`config.mk`:
```
export PLATFORM = sky130hd
export DESIGN_NAME = manchester_stream_dec
export DESIGN_NICKNAME = d
export VERILOG_FILES = /design/src/rtl/manchester_pkg.sv /design/src/rtl/manchester_out_reg.sv /design/src/rtl/manchester_stream_dec.sv
export SDC_FILE = /design/constraint.sdc
export NUM_CORES = 1
export LEC_CHECK = 0
export BUFFER_PORTS_ARGS = -buffer_cell sky130_fd_sc_hd__buf_2
export CORE_ASPECT_RATIO = 0.9
export CORE_MARGIN = 4
export CORE_UTILIZATION = 55
export DETAILED_ROUTE_END_ITERATION = 7
export PLACE_DENSITY = 0.76
export SYNTH_ARGS = -nofsm -noshare
export SYNTH_HDL_FRONTEND = slang
export SYNTH_HIERARCHICAL = 1
export SYNTH_SLANG_ARGS = --single-unit
```
`constraint.sdc`:
```
create_clock -name clk -period 3.22 [get_ports clk]
set_clock_uncertainty 0.15 [all_clocks]
set_input_delay 0.322 -clock clk [delete_from_list [all_inputs] [get_ports clk]]
set_output_delay 0.322 -clock clk [all_outputs]
set_load 0.01 [all_outputs]
```
`src/rtl/manchester_pkg.sv`:
```
// Shared types and pair decoding for the Manchester stream decoder.
package manchester_pkg;

    typedef enum logic {
        HUNT = 1'b0,
        LOCK = 1'b1
    } state_e;

    // Chip-pair polarity: NORMAL maps "10"->1, IEEE (802.3) maps "10"->0
    localparam int unsigned POL_NORMAL = 0;
    localparam int unsigned POL_IEEE   = 1;

    // Returns {valid, bit}; a pair is valid only when its two chips differ
    function automatic logic [1:0] pair_decode(input logic first,
                                               input logic second,
                                               input logic pol);
        pair_decode = {first ^ second, pol ? second : first};
    endfunction

endpackage

```
`src/rtl/manchester_out_reg.sv`:
```
// One-entry valid/ready holding register; a load while a word is stalled is dropped and flagged.
module manchester_out_reg #(
    parameter int unsigned DW = 9
) (
    input  logic          clk,
    input  logic          rst,
    input  logic          load,
    input  logic [DW-1:0] load_data,
    input  logic          m_ready,
    output logic [DW-1:0] q_data,
    output logic          q_valid,
    output logic          overflow
);

    always_ff @(posedge clk) begin
        if (rst) begin
            q_data   <= '0;
            q_valid  <= 1'b0;
            overflow <= 1'b0;
        end else begin
            overflow <= 1'b0;
            if (load) begin
                // Held word wins unless it is being consumed on this same edge
                if (q_valid && !m_ready) begin
                    overflow <= 1'b1;
                end else begin
                    q_data  <= load_data;
                    q_valid <= 1'b1;
                end
            end else if (q_valid && m_ready) begin
                q_valid <= 1'b0;
            end
        end
    end

endmodule

```
`src/rtl/manchester_stream_dec.sv`:
```
// Streaming Manchester decoder: pair alignment, HUNT/LOCK tracking, MSB-first word packing.
// Define MANCH_ERR_CNT_EN to add the saturating err_cnt port counting invalid pairs in LOCK.
module manchester_stream_dec #(
    parameter int unsigned W         = 8,
    parameter int unsigned POL       = 0,
    parameter int unsigned SYNC_LEN  = 8,
    parameter int unsigned ERR_LIMIT = 2
) (
    input  logic         clk,
    input  logic         rst,
    input  logic         chip_in,
    input  logic         chip_vld,
    output logic [W-1:0] m_data,
    output logic         m_err,
    output logic         m_valid,
    input  logic         m_ready,
    output logic         locked,
    output logic         overflow
`ifdef MANCH_ERR_CNT_EN
    ,
    output logic [15:0]  err_cnt
`endif
);

    import manchester_pkg::*;

    localparam int unsigned SW = (SYNC_LEN  > 1) ? $clog2(SYNC_LEN)  : 1;
    localparam int unsigned BW = (ERR_LIMIT > 1) ? $clog2(ERR_LIMIT) : 1;
    localparam int unsigned CW = $clog2(W);

    localparam logic [SW-1:0] SYNC_LAST = SW'(SYNC_LEN - 1);
    localparam logic [BW-1:0] BAD_LAST  = BW'(ERR_LIMIT - 1);
    localparam logic [CW-1:0] BIT_LAST  = CW'(W - 1);

    state_e        state;
    logic          phase;
    logic          first_chip;
    logic [SW-1:0] sync_cnt;
    logic [BW-1:0] bad_cnt;
    logic [CW-1:0] bit_cnt;
    logic [W-2:0]  shreg;
    logic          word_err;

    logic [1:0]    pair_c;
    logic          pair_evt_c;
    logic          pair_ok_c;
    logic          dbit_c;
    logic          limit_hit_c;
    logic          load_c;
    logic [W:0]    word_c;
    logic [W:0]    obuf;

    assign pair_c      = pair_decode(first_chip, chip_in, POL == POL_IEEE);
    assign pair_evt_c  = chip_vld & phase;
    assign pair_ok_c   = pair_c[1];
    assign dbit_c      = pair_c[1] & pair_c[0];
    assign limit_hit_c = ~pair_ok_c & (bad_cnt == BAD_LAST);
    // A word finishing on the pair that trips the error limit is never delivered
    assign load_c      = pair_evt_c & (state == LOCK) & (bit_cnt == BIT_LAST) & ~limit_hit_c;
    assign word_c      = {word_err | ~pair_ok_c, shreg, dbit_c};

    always_ff @(posedge clk) begin
        if (rst) begin
            state      <= HUNT;
            phase      <= 1'b0;
            first_chip <= 1'b0;
            sync_cnt   <= '0;
            bad_cnt    <= '0;
            bit_cnt    <= '0;
            shreg      <= '0;
            word_err   <= 1'b0;
        end else if (chip_vld) begin
            if (!phase) begin
                first_chip <= chip_in;
                phase      <= 1'b1;
            end else if (state == HUNT) begin
                if (pair_ok_c) begin
                    phase <= 1'b0;
                    if (sync_cnt == SYNC_LAST) begin
                        state    <= LOCK;
                        sync_cnt <= '0;
                        bit_cnt  <= '0;
                        bad_cnt  <= '0;
                        word_err <= 1'b0;
                    end else begin
                        sync_cnt <= sync_cnt + SW'(1);
                    end
                end else begin
                    // Slip by one chip: the second chip of the bad pair starts the next pair
                    first_chip <= chip_in;
                    sync_cnt   <= '0;
                end
            end else begin
                phase <= 1'b0;
                if (limit_hit_c) begin
                    state    <= HUNT;
                    sync_cnt <= '0;
                    bit_cnt  <= '0;
                    bad_cnt  <= '0;
                    word_err <= 1'b0;
                end else begin
                    shreg   <= word_c[W-2:0];
                    bad_cnt <= pair_ok_c ? '0 : bad_cnt + BW'(1);
                    if (bit_cnt == BIT_LAST) begin
                        bit_cnt  <= '0;
                        word_err <= 1'b0;
                    end else begin
                        bit_cnt  <= bit_cnt + CW'(1);
                        word_err <= word_err | ~pair_ok_c;
                    end
                end
            end
        end
    end

    assign locked = (state == LOCK);

`ifdef MANCH_ERR_CNT_EN
    // Invalid pairs seen while locked, including the one that trips the limit
    always_ff @(posedge clk) begin
        if (rst) begin
            err_cnt <= '0;
        end else if (pair_evt_c && (state == LOCK) && !pair_ok_c && (err_cnt != 16'hFFFF)) begin
            err_cnt <= err_cnt + 16'd1;
        end
    end
`endif

    manchester_out_reg #(
        .DW (W + 1)
    ) u_out_reg (
        .clk       (clk),
        .rst       (rst),
        .load      (load_c),
        .load_data (word_c),
        .m_ready   (m_ready),
        .q_data    (obuf),
        .q_valid   (m_valid),
        .overflow  (overflow)
    );

    assign m_data = obuf[W-1:0];
    assign m_err  = obuf[W];

endmodule

```
Word-level counts from Yosys, hierarchy flattened
Cells that the tools add are included.
- flip-flop bits (word level): 29
- input bits: 5
- output and inout port bits: 12
- word-level logic and storage cells: 77
- reductions and logical operators: 14
- $add $sub $neg: 3
- bitwise logic cells: 12
- equal/unequal tests: 6
- muxes and demuxes: 31
- operator list (kind ; count):
    $mux W3 ; 9
    $mux W1 ; 22
    $reduce_and A4 Y1 ; 2
    $add A3 B1 Y3 const B ; 2
    $and A1 B1 Y1 ; 6
    $eq A3 B3 Y1 const B ; 2
    $ne A2 B2 Y1 const B ; 3
    $reduce_and A2 Y1 ; 3
    $reduce_and A3 Y1 ; 2
    $reduce_bool A2 Y1 ; 3
    $not A1 Y1 ; 4
    $logic_and A1 B1 Y1 ; 2
    $ne A2 B1 Y1 const B ; 1
    $reduce_or A2 Y1 ; 1
    $add A1 B1 Y1 const B ; 1
    $logic_not A1 Y1 ; 1
    $or A1 B1 Y1 ; 1
    $xor A1 B1 Y1 ; 1

Longest topological paths before layout
Gate-level depths: netlist (run 1).
- depth in word-level cells: 7
- gate-level depth with buffers: 10
- depth with buffers taken out: 7

Modules after synthesis
Netlist (run 1), hierarchy kept.
- by module, submodules not included (module ; times used ; sequential area each (sq um) ; area each (sq um) ; cells each):
    manchester_stream_dec ; 1 ; 360.3 ; 913.4 ; 96
    manchester_out_reg ; 1 ; 220.2 ; 479.2 ; 46

Worst setup path before layout (run 1)
No wires, ideal clock.
- path type: input-to-reg
- start point: input port chip_in
- end point: register u_out_reg.q_data[0]
- arrival time: 1.778 ns
- setup slack: 1.221 ns
- required time: 2.998 ns
- library setup time: 0.072 ns
- stages on the path: 10
- path buffers: 3
- path through: inv_1 -> ha_1 -> buf_6 -> nand2_1 -> and3_2 -> buf_4 -> and2_1 -> a21boi_2 -> buf_6 -> mux2i_1
- longest elaborated chain between the ends: 6
- elaborated cells between the ends (all ways): 7
- classes of those cells: 6 x bitwise; 1 x reduce/logical
- RTL lines (item ; RTL line ; source):
    from (decl) ; manchester_stream_dec.sv:11 ; input logic chip_in,
    $xor A1 B1 Y1 ; manchester_pkg.sv:17 ; pair_decode = {first ^ second, pol ? second : first};
    $not A1 Y1 ; manchester_stream_dec.sv:57 ; assign limit_hit_c = ~pair_ok_c & (bad_cnt == BAD_LAST);
    $and A1 B1 Y1 ; manchester_stream_dec.sv:57 ;
    $not A1 Y1 (no source line) ; n/a ;
    $and A1 B1 Y1 ; manchester_stream_dec.sv:59 ; assign load_c = pair_evt_c & (state == LOCK) & (bit_cnt == BIT_LAST) & ~limit_hit_c;
    named net load_c ; manchester_stream_dec.sv:49 ; logic load_c;
    $reduce_and A2 Y1 (no source line) ; n/a ;
    to (signal assigned) ; manchester_out_reg.sv:27 ; q_data <= load_data;
    to (decl) ; manchester_out_reg.sv:10 ; output logic [DW-1:0] q_data,
The timed path passes the listed nets, and every way through them passes these cells.
A chain may end at the register's enable or synchronous reset.

Worst setup path after layout (run 1)
- start point: register first_chip
- end point: register u_out_reg.q_data[8]
- longest elaborated chain between the ends: 6
- elaborated cells between the ends (all ways): 7
- classes of those cells: 6 x bitwise; 1 x reduce/logical
- RTL lines (item ; RTL line ; source):
    from (decl) ; manchester_stream_dec.sv:37 ; logic first_chip;
    from (signal assigned) ; manchester_stream_dec.sv:74 ; first_chip <= chip_in;
    from (signal assigned) ; manchester_stream_dec.sv:90 ; first_chip <= chip_in;
    $xor A1 B1 Y1 ; manchester_pkg.sv:17 ;
    $not A1 Y1 ; manchester_stream_dec.sv:57 ;
    $and A1 B1 Y1 ; manchester_stream_dec.sv:57 ;
    $not A1 Y1 (no source line) ; n/a ;
    $and A1 B1 Y1 ; manchester_stream_dec.sv:59 ;
    named net load_c ; manchester_stream_dec.sv:49 ;
    $reduce_and A2 Y1 (no source line) ; n/a ;
The timed path passes the listed nets, and every way through them passes these cells.

==> results of run 1 <==
## flip-flops by register name, summed over array words and instances (netlist names)
register            cells
u_out_reg/q_data        9
bit_cnt                 3
sync_cnt                3
locked                  1
word_err                1
phase                   1
u_out_reg/q_valid       1
shreg                   7
bad_cnt                 1
first_chip              1
u_out_reg/overflow      1
## per-layer routing
layer  global-route usage  share of wire
met2               0.2311           0.46
met3              0.05104          0.058
met5                    0              0
met4              0.07430          0.021
met1               0.1931           0.46
## cell families (layout without fill, tap and decap cells)
| logic type | after synthesis | in the layout | share of synthesized area |
|---|---|---|---|
| simple gates | 57 | 57 | 0.2552 |
| compound gates | 16 | 16 | 0.07278 |
| buf+inv | 14 | 29 | 0.05750 |
| fa+ha+maj | 6 | 6 | 0.05391 |
| mux | 20 | 20 | 0.1438 |
| flops | 29 | 29 | 0.4169 |
## worst reg2reg max path: cells and delay by family (launching register included)
kind	cells	cell delay [ns]
muxes	1	0.27
DFF	1	0.33
AOI/OAI and AO/OA	1	0.55
adders and majority gates	1	0.38
and+or+nand+nor	3	0.63
## report_power, final
part / internal (mW) / total, mW / switching (mW)
combinational: 0.0163 / 0.0354 / 0.0191
sequential: 0.361 / 0.363 / 0.00184
clock: 0.0830 / 0.205 / 0.122
total: 0.460 / 0.604 / 0.143
## worst min-delay path by stage
stage,start,to,slack [ns]
final,chip_in,first_chip$_SDFFE_PP0P_,0.12
after CTS,chip_in,first_chip$_SDFFE_PP0P_,0.12
after global placement,u_out_reg/q_data[3]$_SDFFE_PP0P_,u_out_reg/q_data[3]$_SDFFE_PP0P_,0.31
after floorplan,shreg[6]$_SDFFE_PP0P_,shreg[6]$_SDFFE_PP0P_,0.30
after global routing,chip_in,first_chip$_SDFFE_PP0P_,0.11
after detailed placement,u_out_reg/q_data[3]$_SDFFE_PP0P_,u_out_reg/q_data[3]$_SDFFE_PP0P_,0.31
## stage by stage
| stage | setup WS, ns | util |
|---|---|---|
| after CTS | 0.8315 | 0.6123 |
| after detailed placement | 0.6930 | 0.5913 |
| final | 0.8402 | 0.6123 |
| after global routing | 0.6774 | 0.6123 |
| after global placement | 0.7617 | 0.5913 |
| after floorplan | 1.221 | - |
## layout make-up
cell class	count	area (um^2)
Clock buffer	6	41.29
Clock inverter	2	10.01
Fill cell	212	948.4
Inverter	5	18.77
Multi-Input combinational cell	99	732.0
Sequential cell	29	580.6
Tap cell	28	35.03
Timing Repair Buffer	16	80.08
## cells in the mapped netlist
cell and count:
nand2b_1 34, dfxtp_1 29, mux2i_1 20, ha_1 6, a21oi_1 5, inv_1 5, nor2_1 5, o21ai_0 5
clkbuf_1 4, buf_6 3, nand4_1 3, and2_1 2, nand2_1 2, nor3_1 2, a211oi_1 1, a21bo_1 1
a21boi_0 1, a21boi_2 1, a21oi_2 1, a31oi_1 1, and2b_2 1, and3_2 1, and4bb_2 1, buf_4 1
clkbuf_2 1, nand3b_1 1, nand4b_1 1, nor4_1 1, or2_2 1, or4_1 1, or4b_1 1
==> reports/summary.txt, run 1 <==
======================================================================================================
CTS Hold Buffers Added ..................................................................            0
Number of DRC violations after detailed-routing iteration 0 .............................           32
Vias in the first global route ..........................................................          935
Run status ..............................................................................    completed
Min-Delay Path Class .................................................................... primary input to flip-flop
Number of warning messages in the yosys log .............................................            6
# clock sinks ...........................................................................           29
Placed Cells ............................................................................          177
Total Negative Setup Slacks .............................................................         0 ns
Net count of the finished layout ........................................................          167
Number of hold-slack violations in the final timing report ..............................            0
Count of pins over their slew limit .....................................................            0
Clock transition at the register clock pins on the worst setup and hold paths after CTS .      0.10 ns
Critical path class ..................................................................... flip-flop to flip-flop
Critical Path End ....................................................................... u_out_reg/q_data[8]$_SDFFE_PP0P_
Crit path buf inv count .................................................................            0
Final Cell Area ......................................................................... 0.001498 mm^2
Maximum number of pins on one net before global-route repair ............................           45
Final setup violation count .............................................................            0
Worst voltage drop across the vdd grid ..................................................  0.0002885 V
Post-synth design cell area ............................................................. 0.001393 mm^2
Vias per cell ...........................................................................        5.292
R2R Path Start .......................................................................... first_chip$_SDFFE_PP0P_
Transition time at the pin with the least slew margin ...................................    0.6607 ns
H-tree levels ...........................................................................            2
Peak clock frequency supported by timing ................................................    420.2 MHz
Total die area .......................................................................... 0.003402 mm^2
Initial core utilization ................................................................       0.5693
All-Layer GR Usage ......................................................................       0.1538
I/O pin cnt .............................................................................           17
Unique cell type count in the Yosys netlist .............................................           31
Total cell area at the placement stage .................................................. 0.001446 mm^2
First-pass iteration count of the detailed router .......................................            4
Crit path DAT ...........................................................................      2.48 ns
Post-layout minimum cycle time ..........................................................     2.380 ns
Most frequent cells in the layout ....................................................... nand2b_1, dfxtp_1, mux2i_1
Die extent in x .........................................................................     61.04 um
Final non-filler cell total .............................................................          185
Final WL ................................................................................      2311 um
Clock Root Buffer .......................................................................     clkbuf_4
Resized Gates After CTS .................................................................            0
Crit path max fanout ....................................................................           10
Cell depth of the worst flop-to-flop path ...............................................            6
Max stage delay on crit path ............................................................      0.55 ns
Wire per inst ...........................................................................     12.49 um
Flop-to-flop setup slack ................................................................      0.84 ns
Clk buf depth ...........................................................................            2
Final cycle utilization of the critical path ............................................       0.7391
Family of cells with the greatest summed delay on the critical path ..................... simple AND/OR/NAND/NOR gates
Clock latency on the worst-skew pair ....................................................      0.32 ns
Cell with the largest stage delay on the worst path .....................................     a21boi_2
Max-cap check violation count ...........................................................            0
Clock tree from TritonCTS ...............................................................          yes
Post-synthesis to final-layout area growth ..............................................       7.547%
Initial antenna violation count .........................................................            0
Antenna Cells ...........................................................................            0
Cell count after synthesis ..............................................................          142
Cell count of the worst hold path .......................................................            3
Total congestion overflow ...............................................................            0
Vias ....................................................................................          979
Setup bufs post-CTS .....................................................................            0
Type of origin of the critical path .....................................................    flip-flop
Pleak ...................................................................................    0.5781 nW
CP Data Required Time ...................................................................      3.32 ns
Standard-cell row count .................................................................           17
Cell accounting for the most synthesized area ...........................................      dfxtp_1
Power after layout ......................................................................    0.6036 mW
Number of DRC violations after detailed routing .........................................            0
Worst flop-to-flop path endpoint ........................................................ u_out_reg/q_data[8]$_SDFFE_PP0P_
Mean instance size in the synthesized netlist ...........................................   9.807 um^2
Tightest hold margin ....................................................................    0.1153 ns
Portion of the post-synthesis area used by sequential elements ..........................       0.4169
Share of cells above drive strength 1 ...................................................       0.1847
Launch point of the worst path .......................................................... first_chip$_SDFFE_PP0P_
Setup repair after global routing missed its margin .....................................           no
Cells along the critical path ........................................................... ha_1 -> nand2_1 -> and3_2 -> and2_1 -> a21boi_2 -> mux2i_1
Post-synthesis sequential element count .................................................           29
Top-area cell type share of the netlist area ............................................       0.4169
DRT antenna net count ...................................................................            0
Max transition margin ...................................................................       0.5569
First-pass GRT wire length ..............................................................      3981 um
Weighted congestion at the end of routability-driven global placement ...................       0.8015
PD cells ................................................................................ 403.0 mW/mm^2
Commonest non-fill, non-tap cell in the layout ..........................................     nand2b_1
Port-buffer cells .......................................................................           16
Cell types with the largest area share after synthesis .................................. dfxtp_1, nand2b_1, mux2i_1
Core Region ............................................................................. 0.002446 mm^2
Synthesized Nets ........................................................................          153
Number of cells on the critical path ....................................................            6
Final HPWL DP ...........................................................................      1643 um
Total CTS buffers .......................................................................            5
Die Y ...................................................................................     55.74 um
Type of destination of the critical path ................................................    flip-flop
======================================================================================================
(Power assumes the default switching activity.)
==> inputs of run 2 (changes only) <==
- clock period: 3.22 -> 2.35 ns (I/O delays scaled with it)
==> run 2 against run 1 <==
Design area is 3.3% higher. Wire length shrank 0.65%. Clock power increased by 110%. Final cell count up 1.1%. Setup slack got worse by 0.49 ns. Clock-buffer cell count up 1. Combinational power grew 47%. Via count grew 1.2%. Largest power group unchanged.
==> reports/summary.txt, run 2 (synthesized netlist as in run 1, its figures left out) <==
======================================================================================================
Run status ..............................................................................    completed
Commonest non-fill, non-tap cell in the layout ..........................................     nand2b_1
Maximum number of pins on one net before global-route repair ............................           45   unchanged
Power after layout ......................................................................    0.9739 mW   +61%
Share of cells above drive strength 1 ...................................................       0.1950   +0.01026
Vias ....................................................................................          991   +1.2%
Worst flop-to-flop path endpoint ........................................................ u_out_reg/q_data[0]$_SDFFE_PP0P_
Peak clock frequency supported by timing ................................................    500.6 MHz   +19%
Pleak ...................................................................................    0.6019 nW   +4.1%
Initial core utilization ................................................................       0.5693   unchanged
Flop-to-flop setup slack ................................................................      0.35 ns   -0.49 ns
Tightest hold margin ....................................................................   0.03772 ns   -0.07762 ns
Final HPWL DP ...........................................................................      1638 um   -0.32%
Transition time at the pin with the least slew margin ...................................    0.5571 ns   -0.1036 ns
Final cycle utilization of the critical path ............................................       0.8500   +0.1109
# clock sinks ...........................................................................           29   unchanged
H-tree levels ...........................................................................            2   unchanged
Total Negative Setup Slacks .............................................................         0 ns   unchanged
Clock tree from TritonCTS ...............................................................          yes
Number of DRC violations after detailed routing .........................................            0   unchanged
Final WL ................................................................................      2296 um   -0.65%
Final worst setup slack .................................................................    0.3526 ns   -0.4876 ns
Initial antenna violation count .........................................................            0   unchanged
Type of origin of the critical path .....................................................    flip-flop
Resized Gates After CTS .................................................................            0   unchanged
Die Y ...................................................................................     55.74 um   unchanged
Crit path DAT ...........................................................................      2.10 ns   -0.38 ns
Antenna Cells ...........................................................................            0   unchanged
Total die area .......................................................................... 0.003402 mm^2   unchanged
Vias in the first global route ..........................................................          954   +2.0%
Type of destination of the critical path ................................................    flip-flop
PD cells ................................................................................ 629.7 mW/mm^2   +56%
Crit path max fanout ....................................................................            9   -1
Total congestion overflow ...............................................................            0   unchanged
Terminating pin of the worst hold path .................................................. first_chip$_SDFFE_PP0P_
Core Region ............................................................................. 0.002446 mm^2   unchanged
Critical path class ..................................................................... flip-flop to flip-flop
Cell count of the worst hold path .......................................................            3   unchanged
Clock Root Buffer .......................................................................     clkbuf_4
Cell depth of the worst flop-to-flop path ...............................................            7   +1
Largest register by flop count .......................................................... u_out_reg/q_data
Number of hold-slack violations in the final timing report ..............................            0   unchanged
Clock latency on the worst-skew pair ....................................................      0.32 ns   about the same
First-pass iteration count of the detailed router .......................................            4   unchanged
Vias per cell ...........................................................................        5.299   +0.14%
First-pass GRT wire length ..............................................................      4043 um   +1.6%
Max-cap check violation count ...........................................................            0   unchanged
Max transition margin ...................................................................       0.6253   +0.06831
Post-synthesis to final-layout area growth ..............................................       11.05%
Pre-CTS setup slack .....................................................................    0.2897 ns   -0.4033 ns
Number of DRC violations after detailed-routing iteration 0 .............................           36   +13%
Clock transition at the register clock pins on the worst setup and hold paths after CTS .      0.09 ns   about the same
CP Data Required Time ...................................................................      2.45 ns   -0.87 ns
Worst voltage drop across the vdd grid ..................................................  0.0005887 V   +100%
Flip-flop count of the largest register, all copies and words added .....................            9   unchanged
CTS Hold Buffers Added ..................................................................            0   unchanged
Setup repair after global routing missed its margin .....................................           no
Worst hold start ........................................................................      chip_in
Wire per inst ...........................................................................     12.28 um   -1.7%
Registers with the highest flip-flop counts ............................................. u_out_reg/q_data (9), shreg (7)
Post-layout minimum cycle time ..........................................................     1.997 ns   -0.3824 ns
Count of pins over their slew limit .....................................................            0   unchanged
I/O pin cnt .............................................................................           17   unchanged
Total CTS buffers .......................................................................            5   unchanged
Final setup violation count .............................................................            0   unchanged
Standard-cell row count .................................................................           17   unchanged
R2R Path Start .......................................................................... first_chip$_SDFFE_PP0P_
Port-buffer cells .......................................................................           16   unchanged
DRT antenna net count ...................................................................            0   unchanged
Clk buf depth ...........................................................................            2   unchanged
All-Layer GR Usage ......................................................................       0.1557   +0.001842
Setup bufs post-CTS .....................................................................            0   unchanged
Weighted congestion at the end of routability-driven global placement ...................       0.8255   +3.0%
Net count of the finished layout ........................................................          169   +1.2%
Die extent in x .........................................................................     61.04 um   unchanged
Min-Delay Path Class .................................................................... primary input to flip-flop
Most frequent cells in the layout ....................................................... nand2b_1, dfxtp_1, mux2i_1
======================================================================================================
run 2: cell count changes in the layout (fill, tap and decap cells not counted), sizes merged:
| cell | delta |
|---|---|
| clkbuf | +1 |
| bufinv | +1 |
| buf | +2 |
| clkinv | -2 |
run 2: stage by stage:
step | cells | util | area (um^2)
2_1_floorplan | 142 | - | 1393
3_3_place_gp | 179 | 0.5974 | 1461
3_5_place_dp | 179 | 0.5974 | 1461
4_1_cts | 187 | 0.6322 | 1546
5_1_grt | 187 | 0.6322 | 1546
6_report | 187 | 0.6322 | 1546
run 2: area by class of cell:
type / instances / area (um^2)
multi-input cells: 99 / 732.0
clock inverters: 1 / 30.03
fillers: 192 / 899.6
well taps: 28 / 35.03
flip-flops and latches: 29 / 580.6
inverters: 5 / 18.77
repair buffers: 18 / 95.09
clock buffers: 7 / 55.05
run 2: worst max-delay path, stage by stage (launching register included):
cell and delay [ns]:
dfxtp_1 0.33, ha_1 0.29, nand2_1 0.09, and3_2 0.32, and2_1 0.19, a21boi_2 0.15
buf_4 0.21, mux2i_1 0.20
run 2: report_power, final:
part / total [mW] / switching [mW] / internal (mW)
Combinational: 0.0519 / 0.0278 / 0.0241
Sequential: 0.497 / 0.00271 / 0.495
Clock: 0.425 / 0.171 / 0.254
run 2: how the worst max path moves through the flow:
stage                            start                                to  slack, ns  depth (start not counted)
2_1_floorplan  first_chip$_SDFFE_PP0P_  u_out_reg/q_data[0]$_SDFFE_PP0P_       0.42                          9
3_3_place_gp                   chip_in  u_out_reg/q_data[0]$_SDFFE_PP0P_       0.30                          9
3_5_place_dp                   chip_in  u_out_reg/q_data[0]$_SDFFE_PP0P_       0.29                          9
4_1_cts        first_chip$_SDFFE_PP0P_  u_out_reg/q_data[0]$_SDFFE_PP0P_       0.33                          7
5_1_grt        first_chip$_SDFFE_PP0P_  u_out_reg/q_data[0]$_SDFFE_PP0P_       0.18                          7
6_report       first_chip$_SDFFE_PP0P_  u_out_reg/q_data[0]$_SDFFE_PP0P_       0.35                          7
run 2: per-layer routing:
metal,track usage,part of all wire,vias to the layer above
met2,0.2402,0.47,20
li1,-,-,514
met1,0.1946,0.46,451
met5,0,0,-
met4,0.06502,0.017,0
met3,0.05104,0.054,6
==> inputs of run 3 (changes only) <==
- clock period: 2.35 -> 1.86 ns (I/O delays scaled with it)
==> run 3 against run 2 <==
Non-clock buffer count grew 4. Register-to-register slack lost 0.26 ns. First-iteration DRC count increased by 28%. Clock power shrank 11%. Design area grew 2.6%. Power is 11% higher. Final cell count increased by 1.6%. Sequential share of layout area decreased by 0.87 points. Core utilization up 1.6 points. Die area did not move. Clock-buffer cell count stayed put. Sequential power up 27%. Critical path type is now primary input to flip-flop. Critical endpoint is now u_out_reg/q_data[1]$_SDFFE_PP0P_. Largest cell class unchanged. Largest power group unchanged. Highest routed layer unchanged.
==> reports/summary.txt, run 3 (synthesized netlist as in run 1, its figures left out) <==
======================================================================================================
Most frequent cells in the layout ....................................................... nand2b_1, dfxtp_1, mux2i_1
Post-layout minimum cycle time ..........................................................     1.764 ns
Vias ....................................................................................          993   +0.20%
Core Region ............................................................................. 0.002446 mm^2   unchanged
Clock latency on the worst-skew pair ....................................................      0.32 ns   about the same
Clock tree from TritonCTS ...............................................................          yes
H-tree levels ...........................................................................            2   unchanged
Run status ..............................................................................    completed
Final HPWL DP ...........................................................................      1722 um   +5.1%
Setup bufs post-CTS .....................................................................            0   unchanged
Setup repair after global routing missed its margin .....................................           no
Clock Root Buffer .......................................................................     clkbuf_4
Vias per cell ...........................................................................        5.226   -1.4%
Type of origin of the critical path ..................................................... primary input
Clock transition at the register clock pins on the worst setup and hold paths after CTS .      0.08 ns   about the same
Cell with the largest stage delay on the worst path ..................................... dlygate4sd3_1
Standard-cell row count .................................................................           17   unchanged
DRT antenna net count ...................................................................            0   unchanged
Commonest non-fill, non-tap cell in the layout ..........................................     nand2b_1
CP Data Required Time ...................................................................      1.96 ns   -0.49 ns
# clock sinks ...........................................................................           29   unchanged
Registers with the highest flip-flop counts ............................................. u_out_reg/q_data (9), shreg (7)
Clk buf depth ...........................................................................            2   unchanged
Worst voltage drop across the vdd grid ..................................................  0.0005558 V   -5.6%
Post-synthesis to final-layout area growth ..............................................       13.93%
Initial core utilization ................................................................       0.5693   unchanged
Cells along the critical path ........................................................... dlygate4sd3_1 -> buf_2 -> and2_1 -> and3_4 -> and2_4 -> a21boi_2 -> buf_12 -> mux2i_1
Final setup violation count .............................................................            0   unchanged
Total die area .......................................................................... 0.003402 mm^2   unchanged
PD cells ................................................................................ 681.1 mW/mm^2   +8.1%
Wire per inst ...........................................................................     12.59 um   +2.6%
Tightest hold margin ....................................................................   0.06790 ns   +0.03017 ns
Max-cap check violation count ...........................................................            0   unchanged
Number of DRC violations after detailed routing .........................................            0   unchanged
Max transition margin ...................................................................       0.6277   +0.002476
CTS Hold Buffers Added ..................................................................            2   +2
Net count of the finished layout ........................................................          173   +2.4%
Largest register by flop count .......................................................... u_out_reg/q_data
Count of pins over their slew limit .....................................................            0   unchanged
Share of cells above drive strength 1 ...................................................       0.2222   +0.02725
Transition time at the pin with the least slew margin ...................................    0.5584 ns   +0.001285 ns
Total congestion overflow ...............................................................            0   unchanged
Antenna Cells ...........................................................................            0   unchanged
Type of destination of the critical path ................................................    flip-flop
Crit path max fanout ....................................................................            9   unchanged
First-pass iteration count of the detailed router .......................................            4   unchanged
Resized Gates After CTS .................................................................            0   unchanged
Total Negative Setup Slacks .............................................................         0 ns   unchanged
Die Y ...................................................................................     55.74 um   unchanged
Total CTS buffers .......................................................................            5   unchanged
Min-Delay Path Class .................................................................... primary input to flip-flop
Flip-flop count of the largest register, all copies and words added .....................            9   unchanged
Final WL ................................................................................      2393 um   +4.2%
Die extent in x .........................................................................     61.04 um   unchanged
Max stage delay on crit path ............................................................      0.52 ns   +0.19 ns
Crit path DAT ...........................................................................      1.86 ns   -0.24 ns
All-Layer GR Usage ......................................................................       0.1644   +0.008676
Port-buffer cells .......................................................................           16   unchanged
First-pass GRT wire length ..............................................................      4098 um   +1.4%
Weighted congestion at the end of routability-driven global placement ...................       0.8276   +0.25%
Maximum number of pins on one net before global-route repair ............................           45   unchanged
I/O pin cnt .............................................................................           17   unchanged
Filler Cell Count .......................................................................          207   +7.8%
Initial antenna violation count .........................................................            0   unchanged
Number of DRC violations after detailed-routing iteration 0 .............................           46   +28%
Number of hold-slack violations in the final timing report ..............................            0   unchanged
Peak clock frequency supported by timing ................................................    567.0 MHz
Final cycle utilization of the critical path ............................................       0.9481
Vias in the first global route ..........................................................          919   -3.7%
Pleak ...................................................................................    0.6104 nW   +1.4%
Critical path class ..................................................................... primary input to flip-flop
======================================================================================================
==> run 3: path summary, 6_finish.rpt <==
kind                                          from                          endpoint  slack [ns]  cells past startpoint
hold / removal                             m_ready     u_out_reg/overflow$_SDFF_PP0_        0.07                      2
hold reg to reg   u_out_reg/q_data[4]$_SDFFE_PP0P_  u_out_reg/q_data[4]$_SDFFE_PP0P_        0.33                      2
setup reg to reg           first_chip$_SDFFE_PP0P_  u_out_reg/q_data[1]$_SDFFE_PP0P_         0.1                      7
setup / recovery                          chip_vld  u_out_reg/q_data[1]$_SDFFE_PP0P_         0.1                      8
==> run 3: area by class of cell <==
class	instances	area (um^2)	share of cell area
Tap cell	28	35.03	0.02208
Inverter	5	18.77	0.01183
Timing Repair Buffer	22	142.6	0.08991
Multi-Input combinational cell	99	753.2	0.4748
Sequential cell	29	581.8	0.3667
Clock buffer	7	55.05	0.03470
==> run 3: stage by stage <==
step / utilization / instance area [um^2] / std cells / setup slack, ns / total power [mW]
2_1_floorplan: - / 1419 / 142 / 0.01241 / 0.6994
3_3_place_gp: 0.6179 / 1511 / 181 / 0.1631 / 0.7109
3_5_place_dp: 0.6179 / 1511 / 181 / 0.07973 / 0.7137
4_1_cts: 0.6486 / 1587 / 190 / 0.08070 / 1.100
5_1_grt: 0.6486 / 1587 / 190 / 0.008951 / 1.150
6_report: 0.6486 / 1587 / 190 / 0.09647 / 1.081
==> run 3: per-layer routing <==
layer,global-route usage,up-vias,share of wire,wire length [um]
li1,-,520,-,-
met1,0.2214,449,0.50,1194
met2,0.2190,19,0.43,1035
met3,0.06265,5,0.047,112
met4,0.09288,0,0.021,51
met5,0,-,0,0
==> run 3: power by group <==
part           total (mW)  internal [mW]  switching [mW]
clock               0.378          0.178           0.200
combinational      0.0732         0.0363          0.0369
sequential          0.629          0.625         0.00371
total                1.08          0.840           0.241
==> run 3: worst max-delay path, delay by kind of cell <==
| kind | cells | cell delay [ns] |
|---|---|---|
| AO/OA/AOI/OAI | 1 | 0.20 |
| multiplexers | 1 | 0.18 |
| AND/OR/NAND/NOR | 3 | 0.49 |
| buffers and inverters | 3 | 0.81 |
